`src/rtl/scoreboard.sv`:
```
// Long-latency register scoreboard: tracks in-flight load/mul/div destinations and stalls rfetch.
// Optional macro SCOREBOARD_WB_BYPASS_EN lets a register being written back this cycle stop stalling.
module scoreboard #(
  parameter int NUM_REGS        = 32,
  parameter int REG_W           = 5,
  parameter int MAX_OUTSTANDING = 4,
  parameter int STALL_CNT_W     = 16,
  localparam int OUT_W          = $clog2(MAX_OUTSTANDING + 1)
) (
  input  logic                   clk,
  input  logic                   rst_n,
  input  logic                   rfetch_v_i,
  input  logic [REG_W-1:0]       rfetch_rs1_i,
  input  logic                   rfetch_rs1_v_i,
  input  logic [REG_W-1:0]       rfetch_rs2_i,
  input  logic                   rfetch_rs2_v_i,
  input  logic [REG_W-1:0]       rfetch_rd_i,
  input  logic                   rfetch_rd_w_v_i,
  input  logic                   rfetch_long_v_i,
  input  logic                   execute_ready_i,
  input  logic                   wb_v_i,
  input  logic [REG_W-1:0]       wb_rd_i,
  output logic                   scoreboard_stall_o,
  output logic                   issue_v_o,
  output logic [NUM_REGS-1:0]    pending_o,
  output logic [OUT_W-1:0]       outstanding_o,
  output logic [STALL_CNT_W-1:0] stall_cycles_o,
  output logic                   scoreboard_err_o
);

  localparam logic [OUT_W-1:0]       OUT_MAX   = OUT_W'(MAX_OUTSTANDING);
  localparam logic [STALL_CNT_W-1:0] STALL_SAT = '1;

  logic [NUM_REGS-1:0]    pending_q, pending_d;
  logic [OUT_W-1:0]       outstanding_q, outstanding_d;
  logic [STALL_CNT_W-1:0] stall_cycles_q, stall_cycles_d;
  logic                   err_q, err_d;

  logic [NUM_REGS-1:0] eff_pend;
  logic [NUM_REGS-1:0] wb_onehot;
  logic                raw1, raw2, waw, full;
  logic                stall, issue;
  logic                set_pend, inc_out, dec_out;

  always_comb begin
    wb_onehot          = '0;
    wb_onehot[wb_rd_i] = wb_v_i;
  end

  // Bypass relies on a write-through regfile: the writeback value is readable the same cycle.
`ifdef SCOREBOARD_WB_BYPASS_EN
  always_comb begin
    eff_pend    = pending_q & ~wb_onehot;
    eff_pend[0] = 1'b0;
  end
`else
  always_comb begin
    eff_pend    = pending_q;
    eff_pend[0] = 1'b0;
  end
`endif

  always_comb begin
    raw1  = rfetch_rs1_v_i  && (rfetch_rs1_i != '0) && eff_pend[rfetch_rs1_i];
    raw2  = rfetch_rs2_v_i  && (rfetch_rs2_i != '0) && eff_pend[rfetch_rs2_i];
    waw   = rfetch_rd_w_v_i && (rfetch_rd_i  != '0) && eff_pend[rfetch_rd_i];
    full  = rfetch_long_v_i && (outstanding_q == OUT_MAX);
    stall = rfetch_v_i && (raw1 || raw2 || waw || full);
    issue = rfetch_v_i && !stall && execute_ready_i;
  end

  always_comb begin
    set_pend = issue && rfetch_long_v_i && rfetch_rd_w_v_i && (rfetch_rd_i != '0);
    inc_out  = issue && rfetch_long_v_i;
  end

  always_comb begin
    pending_d = pending_q;
    err_d     = err_q;
    dec_out   = 1'b0;
    if (wb_v_i) begin
      if (outstanding_q == '0) begin
        err_d = 1'b1;
      end else if (wb_rd_i == '0) begin
        dec_out = 1'b1;
      end else if (pending_q[wb_rd_i]) begin
        pending_d[wb_rd_i] = 1'b0;
        dec_out            = 1'b1;
      end else begin
        err_d = 1'b1;
      end
    end
    // A new set on the same register must survive a simultaneous clear.
    if (set_pend) begin
      pending_d[rfetch_rd_i] = 1'b1;
    end
    pending_d[0] = 1'b0;
  end

  always_comb begin
    outstanding_d = outstanding_q;
    if (inc_out && !dec_out) begin
      outstanding_d = outstanding_q + OUT_W'(1);
    end else if (!inc_out && dec_out) begin
      outstanding_d = outstanding_q - OUT_W'(1);
    end
  end

  always_comb begin
    stall_cycles_d = stall_cycles_q;
    if (stall && (stall_cycles_q != STALL_SAT)) begin
      stall_cycles_d = stall_cycles_q + STALL_CNT_W'(1);
    end
  end

  always_ff @(posedge clk or negedge rst_n) begin
    if (!rst_n) begin
      pending_q      <= '0;
      outstanding_q  <= '0;
      stall_cycles_q <= '0;
      err_q          <= 1'b0;
    end else begin
      pending_q      <= pending_d;
      outstanding_q  <= outstanding_d;
      stall_cycles_q <= stall_cycles_d;
      err_q          <= err_d;
    end
  end

  assign scoreboard_stall_o = stall;
  assign issue_v_o          = issue;
  assign pending_o          = pending_q;
  assign outstanding_o      = outstanding_q;
  assign stall_cycles_o     = stall_cycles_q;
  assign scoreboard_err_o   = err_q;

endmodule

```
`config.mk`:
```
export PLATFORM = sky130hd
export DESIGN_NAME = scoreboard
export DESIGN_NICKNAME = d
export VERILOG_FILES = /design/src/rtl/scoreboard.sv
export SDC_FILE = /design/constraint.sdc
export NUM_CORES = 1
export LEC_CHECK = 0
export CORE_MARGIN = 10
export CORE_UTILIZATION = 30
export DETAILED_ROUTE_END_ITERATION = 10
export PLACE_DENSITY_LB_ADDON = 0.15
export RECOVER_POWER = 100
export SLEW_MARGIN = 30
export SYNTH_ARGS = -nofsm -noshare
export SYNTH_HDL_FRONTEND = slang
export SYNTH_SLANG_ARGS = --single-unit
```
`constraint.sdc`:
```
create_clock -name clk -period 3.3 [get_ports clk]
set_input_delay 0.66 -clock clk [delete_from_list [all_inputs] [get_ports clk]]
set_output_delay 0.66 -clock clk [all_outputs]
set_load 0.01 [all_outputs]
```
* After elaboration in Yosys (flattened, before gate mapping) *
Index checks and enable logic that the tools add are counted.
Widths: inputs -> output; s select.

storage, ports and cells
  register bits = 51
  output and inout bits = 54
  bits of input ports = 29
  logic and storage cells = 77

operators by class
  order comparisons = 6
  $add $sub $neg = 3
  reductions and logical operators = 31
  muxes and demuxes = 26
  eq/ne operators = 4
  bitwise gates (word level) = 3

operators with widths
  operator               count
  $mux 32                5
  $and 32x32->32         1
  $not 32->32            1
  $or 32x32->32          1
  $lt 5x6->1 const B     4
  $bmux 1 s5             4
  $logic_and 1x1->1      18
  $add 16x1->16 const B  1
  $ne 16x16->1 const B   1
  $reduce_bool 5->1      3
  $mux 1                 13
  $demux 1 s5            2
  $ge 5x1->1 const B     2
  $mux 3                 2
  $logic_not 5->1        1
  $ne 2x2->1 const B     2
  $add 3x1->3 const B    1
  $eq 3x3->1 const B     1
  $logic_not 1->1        3
  $logic_not 3->1        1
  $logic_or 1x1->1       3
  $reduce_and 3->1       1
  $sub 3x1->3 const B    1
  $reduce_bool 2->1      1

* Longest topological paths before layout *
Gate-level depths: netlist of run 1.

  depth after elaboration = 15
  mapped depth = 15
  mapped depth without buffers = 13

* Least setup slack after synthesis of run 1 *
No wires, ideal clock.

  path kind = input to register
  start point = input rfetch_rd_i[0]
  end point = register outstanding_q[2], in the netlist outstanding_o[2]
  arrival = 3.455 ns
  setup slack = -0.234 ns
  library setup time = 0.079 ns
  cell stages on the path = 14
  buffers on the path = 1
  data required time = 3.221 ns
  cells stage by stage = buf_2 mux4_2 nor2b_1 a211oi_1 a31oi_1 and4bb_4 and3_1 and2_1 ha_1 inv_1 fa_1 xor2_1 nor2_1 xor2_1

on the way
  longest elaborated chain between the ends = 13
  elaborated cells on any way between the ends = 17
  classes of those cells = mux (3); reduce/logical (14)

ends and longest elaborated chain
  what                                                               RTL line  source
  start, declared                                                    17        input logic [REG_W-1:0] rfetch_rd_i,
  $bmux 1 s5 or $reduce_bool 5->1 (tied branches)                    66        waw = rfetch_rd_w_v_i && (rfetch_rd_i != '0) && eff_pend[rfetch_rd_i];
  $mux 1 (implied by the code) or $logic_and 1x1->1 (tied branches)  66
  $logic_and 1x1->1 (*)                                              66
  $logic_or 1x1->1 (*) (2 in series)                                 68        stall = rfetch_v_i && (raw1 || raw2 || waw || full);
  $logic_and 1x1->1 (*)                                              68
  $logic_not 1->1 (*)                                                69        issue = rfetch_v_i && !stall && execute_ready_i;
  $logic_and 1x1->1 (*) (2 in series)                                69
  via issue_v_o                                                      24        output logic issue_v_o,
  $logic_and 1x1->1 (*)                                              74        inc_out = issue && rfetch_long_v_i;
  $logic_not 1->1                                                    104       end else if (!inc_out && dec_out) begin
  $logic_and 1x1->1                                                  104
  $reduce_bool 2->1 (no line)                                        --
  end signal, assigned                                               124       outstanding_q <= outstanding_d;
  end, declared                                                      35        logic [OUT_W-1:0] outstanding_q, outstanding_d;

The timed path passes the listed nets; every way through them passes the cells marked *. The select of a mux whose other input is x is not followed.
A chain may end at the register's enable or synchronous reset.

* Final worst setup path of run 1 *
  start point = input rfetch_rs1_i[0]
  end point = register outstanding_q[2], in the netlist outstanding_o[2]

on the way
  longest elaborated chain between the ends = 14
  elaborated cells on any way between the ends = 18
  classes of those cells = mux (3); reduce/logical (15)

ends and longest elaborated chain
  what                                                               RTL line  source
  start, declared                                                    13        input logic [REG_W-1:0] rfetch_rs1_i,
  $bmux 1 s5 or $reduce_bool 5->1 (tied branches)                    64        raw1 = rfetch_rs1_v_i && (rfetch_rs1_i != '0) && eff_pend[rfetch_rs1_i];
  $mux 1 (implied by the code) or $logic_and 1x1->1 (tied branches)  64
  $logic_and 1x1->1 (*)                                              64
  $logic_or 1x1->1 (*) (3 in series)                                 68
  $logic_and 1x1->1 (*)                                              68
  $logic_not 1->1 (*)                                                69
  $logic_and 1x1->1 (*) (2 in series)                                69
  $logic_and 1x1->1 (*)                                              74
  $logic_not 1->1                                                    104
  $logic_and 1x1->1                                                  104
  $reduce_bool 2->1 (no line)                                        --

Every way passes the cells marked *; elsewhere a longest branch is shown, timed or not. The select of a mux whose other input is x is not followed.

==> metrics, run 1 <==
status=finished, violations left; failing checks=max-capacitance violations, max-slew violations; TritonCTS clock tree=yes; Post-synth ARST share=100%; Initial Util=30.9%; dpl cells=~640; core area=11600 um^2; R2R Path Start=pending_o[27]; syn nets=around 380; total CTS buffers=5; Die Width=around 130 um; Layout Nets=547; number of setup violations in the final report=0; largest net degree at the start of global routing=35; worst min-delay path class=register to register; share of cells above drive strength 1=between 30% and 40%; DR vias=~3700; area of the die=~17000 um^2; PD cells=392 nW/um^2; final hold vios=0; Worst setup SP type=primary input; Seq/Total Area, Yosys=between 30% and 40%; Crit. End Element=register; Wirelength per Cell=approximately 21 um; Clock Latency Late Sink=0.29 ns; FF-to-FF setup slack=between 0.1 and 0.15 ns; final WL=around 14000 um; Detailed Routing Iterations Pass 1=6; Fin Clk Skew=0.00402 ns; FF-to-FF path depth=12; crit path kind=primary input to register; Global Route Usage Sum=between 10% and 20%; port bufs=between 80 and 90; Hold EP=scoreboard_err_o; Clk pin slew, worst setup/hold paths=approximately 0.07 ns; DIE HEIGHT=129 um; drt initial violations=242; number of distinct library cells after synthesis=between 50 and 60; Remaining Overflow, GRT=0; worst flop-to-flop path endpoint=outstanding_o[2]; fmax=~300 MHz; Ys Warns=0; Syn Inst Count=345; P_leak=between 2 and 3 nW; Slew @ Worst Pin=1.86 ns; Period minus WS final=approximately 3.3 ns; final core occ=48.0%; post-route ant nets=0; Root Buffer=clkbuf_16; #FFs+latches synth=51; post-DP HPWL=between 10000 and 15000 um; hold wc startpoint=scoreboard_err_o; Diodes inserted=0; vias in the first global route=approximately 3700; RD Place Congestion=roughly 0.9; RSZ-0062 raised after global routing=true; worst-case clock buffer depth=2; fin cells=659; Final Cycle Share=between 90% and 100%; Residual DRC=0; global-route wire length before repair=21800 um; Slew HR=-24.3%; max-cap viol count=1; # rows=39; WHS=slightly below 0.5 ns; final setup TNS=0 ns; Synth Flop Type=dfrtp_1; mapped cell area=roughly 3600 um^2; post-DR vias/cell=around 5.5; Post-synth EDFFs=0; worst ir drop on vdd=~330 uV; Worst Path Arrival=between 3 and 4 ns; worst hold stages=1; worst-path maximum fanout=5; Final Max Slew Viols=35; depth of the CTS H-tree=2; area grow syn2layout=55.4%; I/O pin count=83; initial antenna violation count=0; Worst Path Required=between 3 and 4 ns; Mean Syn Cell Area=just over 10 um^2; clock sinks=51
## worst max-delay path: stages
cell      delay [ns]
buf_8           0.08
buf_12          0.11
mux4_2          0.49
mux4_2          0.48
nand3_2         0.09
and4bb_4        0.28
and3_4          0.18
and2_4          0.15
ha_4            0.13
inv_2           0.04
fa_2            0.34
xor2_1          0.16
nor2_1          0.12
xor2_1          0.15
## what timing repair did
| action | in CTS | in global routing |
|---|---|---|
| pin swaps | 12 | 15 |
| resized for setup | 43 | 30 |
| endpoints found under the setup margin | 11 | 4 |
| hold buffers | 0 | 0 |
| gates cloned | 2 | 0 |
| setup buffers | 5 | 7 |
## worst max-delay path by stage
stage	from	to	slack, ns	cells past startpoint
after floorplan	rfetch_rs1_i[0]	outstanding_o[2]	-0.04	13
after global placement	rfetch_rs2_i[1]	issue_v_o	-0.72	9
after detailed placement	rfetch_rs1_i[0]	issue_v_o	-0.73	8
after CTS	rfetch_rs2_v_i	scoreboard_stall_o	0.001	9
after global routing	rfetch_rs2_i[0]	outstanding_o[2]	-0.06	14
final	rfetch_rs1_i[0]	outstanding_o[2]	0.05	14
## sequential cells by signal (all words and copies together) (netlist names)
register and count:
outstanding_o 3, stall_cycles_o 16, pending_o 31, scoreboard_err_o 1
## where the power goes
part | switching (mW) | internal (mW) | total (mW)
registers | 0.108 | 0.703 | 0.811
logic | 0.345 | 0.414 | 0.758
clock network | 0.244 | 0.362 | 0.606
## Yosys cell counts, types with 4 or more instances
library cell | n | area share [%]
dfrtp_1 | 51 | 36
o21ai_0 | 35 | 4.9
o21ai_1 | 32 | 4.5
nand2_1 | 24 | 2.5
mux2i_1 | 23 | 6.4
mux4_2 | 20 | 13
xor2_1 | 14 | 3.4
nor3_1 | 12 | 1.7
inv_1 | 10 | 1.1
nand3_1 | 9 | 1.3
nor2_1 | 9 | 0.94
nand3b_1 | 8 | 1.7
nand4_1 | 8 | 1.4
or3_1 | 7 | 1.2
buf_4 | 6 | 1.3
mux2_2 | 6 | 1.9
nor2b_1 | 6 | 1.1
o22ai_1 | 6 | 1.1
buf_2 | 4 | 0.56
o31ai_1 | 4 | 0.84
## cell usage in the layout, fill, tap and decap left out, types with 3 or more instances in the layout
master,synthesis,final
dfrtp_1,51,51
mux2i_1,23,21
o31ai_1,4,4
clkdlybuf4s15_1,0,3
clkbuf_16,0,5
or3_1,7,6
xor2_1,14,14
nand4_4,3,3
buf_4,6,87
clkbuf_1,3,3
mux2_4,1,4
nand2_1,24,23
dlymetal6s2s_1,0,3
buf_6,1,6
buf_12,1,4
dlygate4sd3_1,0,45
nor2_1,9,9
or3b_4,0,3
inv_1,10,9
o21ai_0,35,35
nor3b_1,3,3
mux4_2,20,20
o21ai_1,32,32
nor3_1,12,12
nand3_1,9,7
o22ai_1,6,6
clkbuf_2,0,5
mux2_2,6,3
clkdlybuf4s50_1,0,18
nor2b_1,6,5
nand3b_1,8,8
nand4_1,8,8
## metrics by stage
step / area [um^2] / power [mW] / setup slack [ns]
after floorplan: 3620 / 1.16 / -0.0391
after global placement: 5160 / 1.57 / -0.715
after detailed placement: 5160 / 1.58 / -0.726
after CTS: 5460 / 2.21 / 0.00125
after global routing: 5560 / 2.30 / -0.0563
final: 5560 / 2.18 / 0.0493
## layout make-up
type                    count  area, um^2
multi-input cells         267        2260
well taps                 143         179
flip-flops and latches     51        1280
clock buffers               5         125
inverters                  10        37.5
fillers                  1073        6010
clock inverters             3        47.5
repair buffers            180        1630
## per-layer routing
layer  part of all wire, %  routed length [um]  vias up  track usage, %
met2                    44                6080      180            25.3
met5                     0                   0        -               0
met3                   8.9                1230       19            3.59
met4                   2.3                 312        0            5.69
met1                    45                6240     1795            22.9
li1                      -                   -     1658               -
## logic make-up after synthesis
| kind of cell | after synthesis | share of synthesized area [%] |
|---|---|---|
| DFF | 51 | 35.7 |
| and+or+nand+nor | 108 | 19.3 |
| adders and majority gates | 3 | 1.26 |
| other | 1 | 0.105 |
| AOI/OAI and AO/OA | 89 | 14.1 |
| xor gates and xnor gates | 16 | 3.92 |
| buffers and inverters | 27 | 4.27 |
| muxes | 50 | 21.4 |
No activity file was read; power rests on OpenSTA's default activity.
==> run 2, diff against run 1 <==
--- a/config.mk
+++ b/config.mk
@@ -8,9 +8,10 @@
 export CORE_MARGIN = 10
 export CORE_UTILIZATION = 30
 export DETAILED_ROUTE_END_ITERATION = 10
+export GPL_ROUTABILITY_DRIVEN = 1
 export PLACE_DENSITY_LB_ADDON = 0.15
 export RECOVER_POWER = 100
-export SLEW_MARGIN = 30
+export SLEW_MARGIN = 20
 export SYNTH_ARGS = -nofsm -noshare
 export SYNTH_HDL_FRONTEND = slang
 export SYNTH_SLANG_ARGS = --single-unit
==> results of run 2 <==
The final DEF is identical to that of run 1; final timing and power are the same.
==> run 3, diff against run 2 <==
--- a/config.mk
+++ b/config.mk
@@ -5,10 +5,12 @@
 export SDC_FILE = /design/constraint.sdc
 export NUM_CORES = 1
 export LEC_CHECK = 0
+export CAP_MARGIN = 10
 export CORE_MARGIN = 10
 export CORE_UTILIZATION = 30
 export DETAILED_ROUTE_END_ITERATION = 10
 export GPL_ROUTABILITY_DRIVEN = 1
+export HOLD_SLACK_MARGIN = 0.06
 export PLACE_DENSITY_LB_ADDON = 0.15
 export RECOVER_POWER = 100
 export SLEW_MARGIN = 20
==> results of run 3 <==
The final DEF is identical to that of run 1; final timing and power are the same.
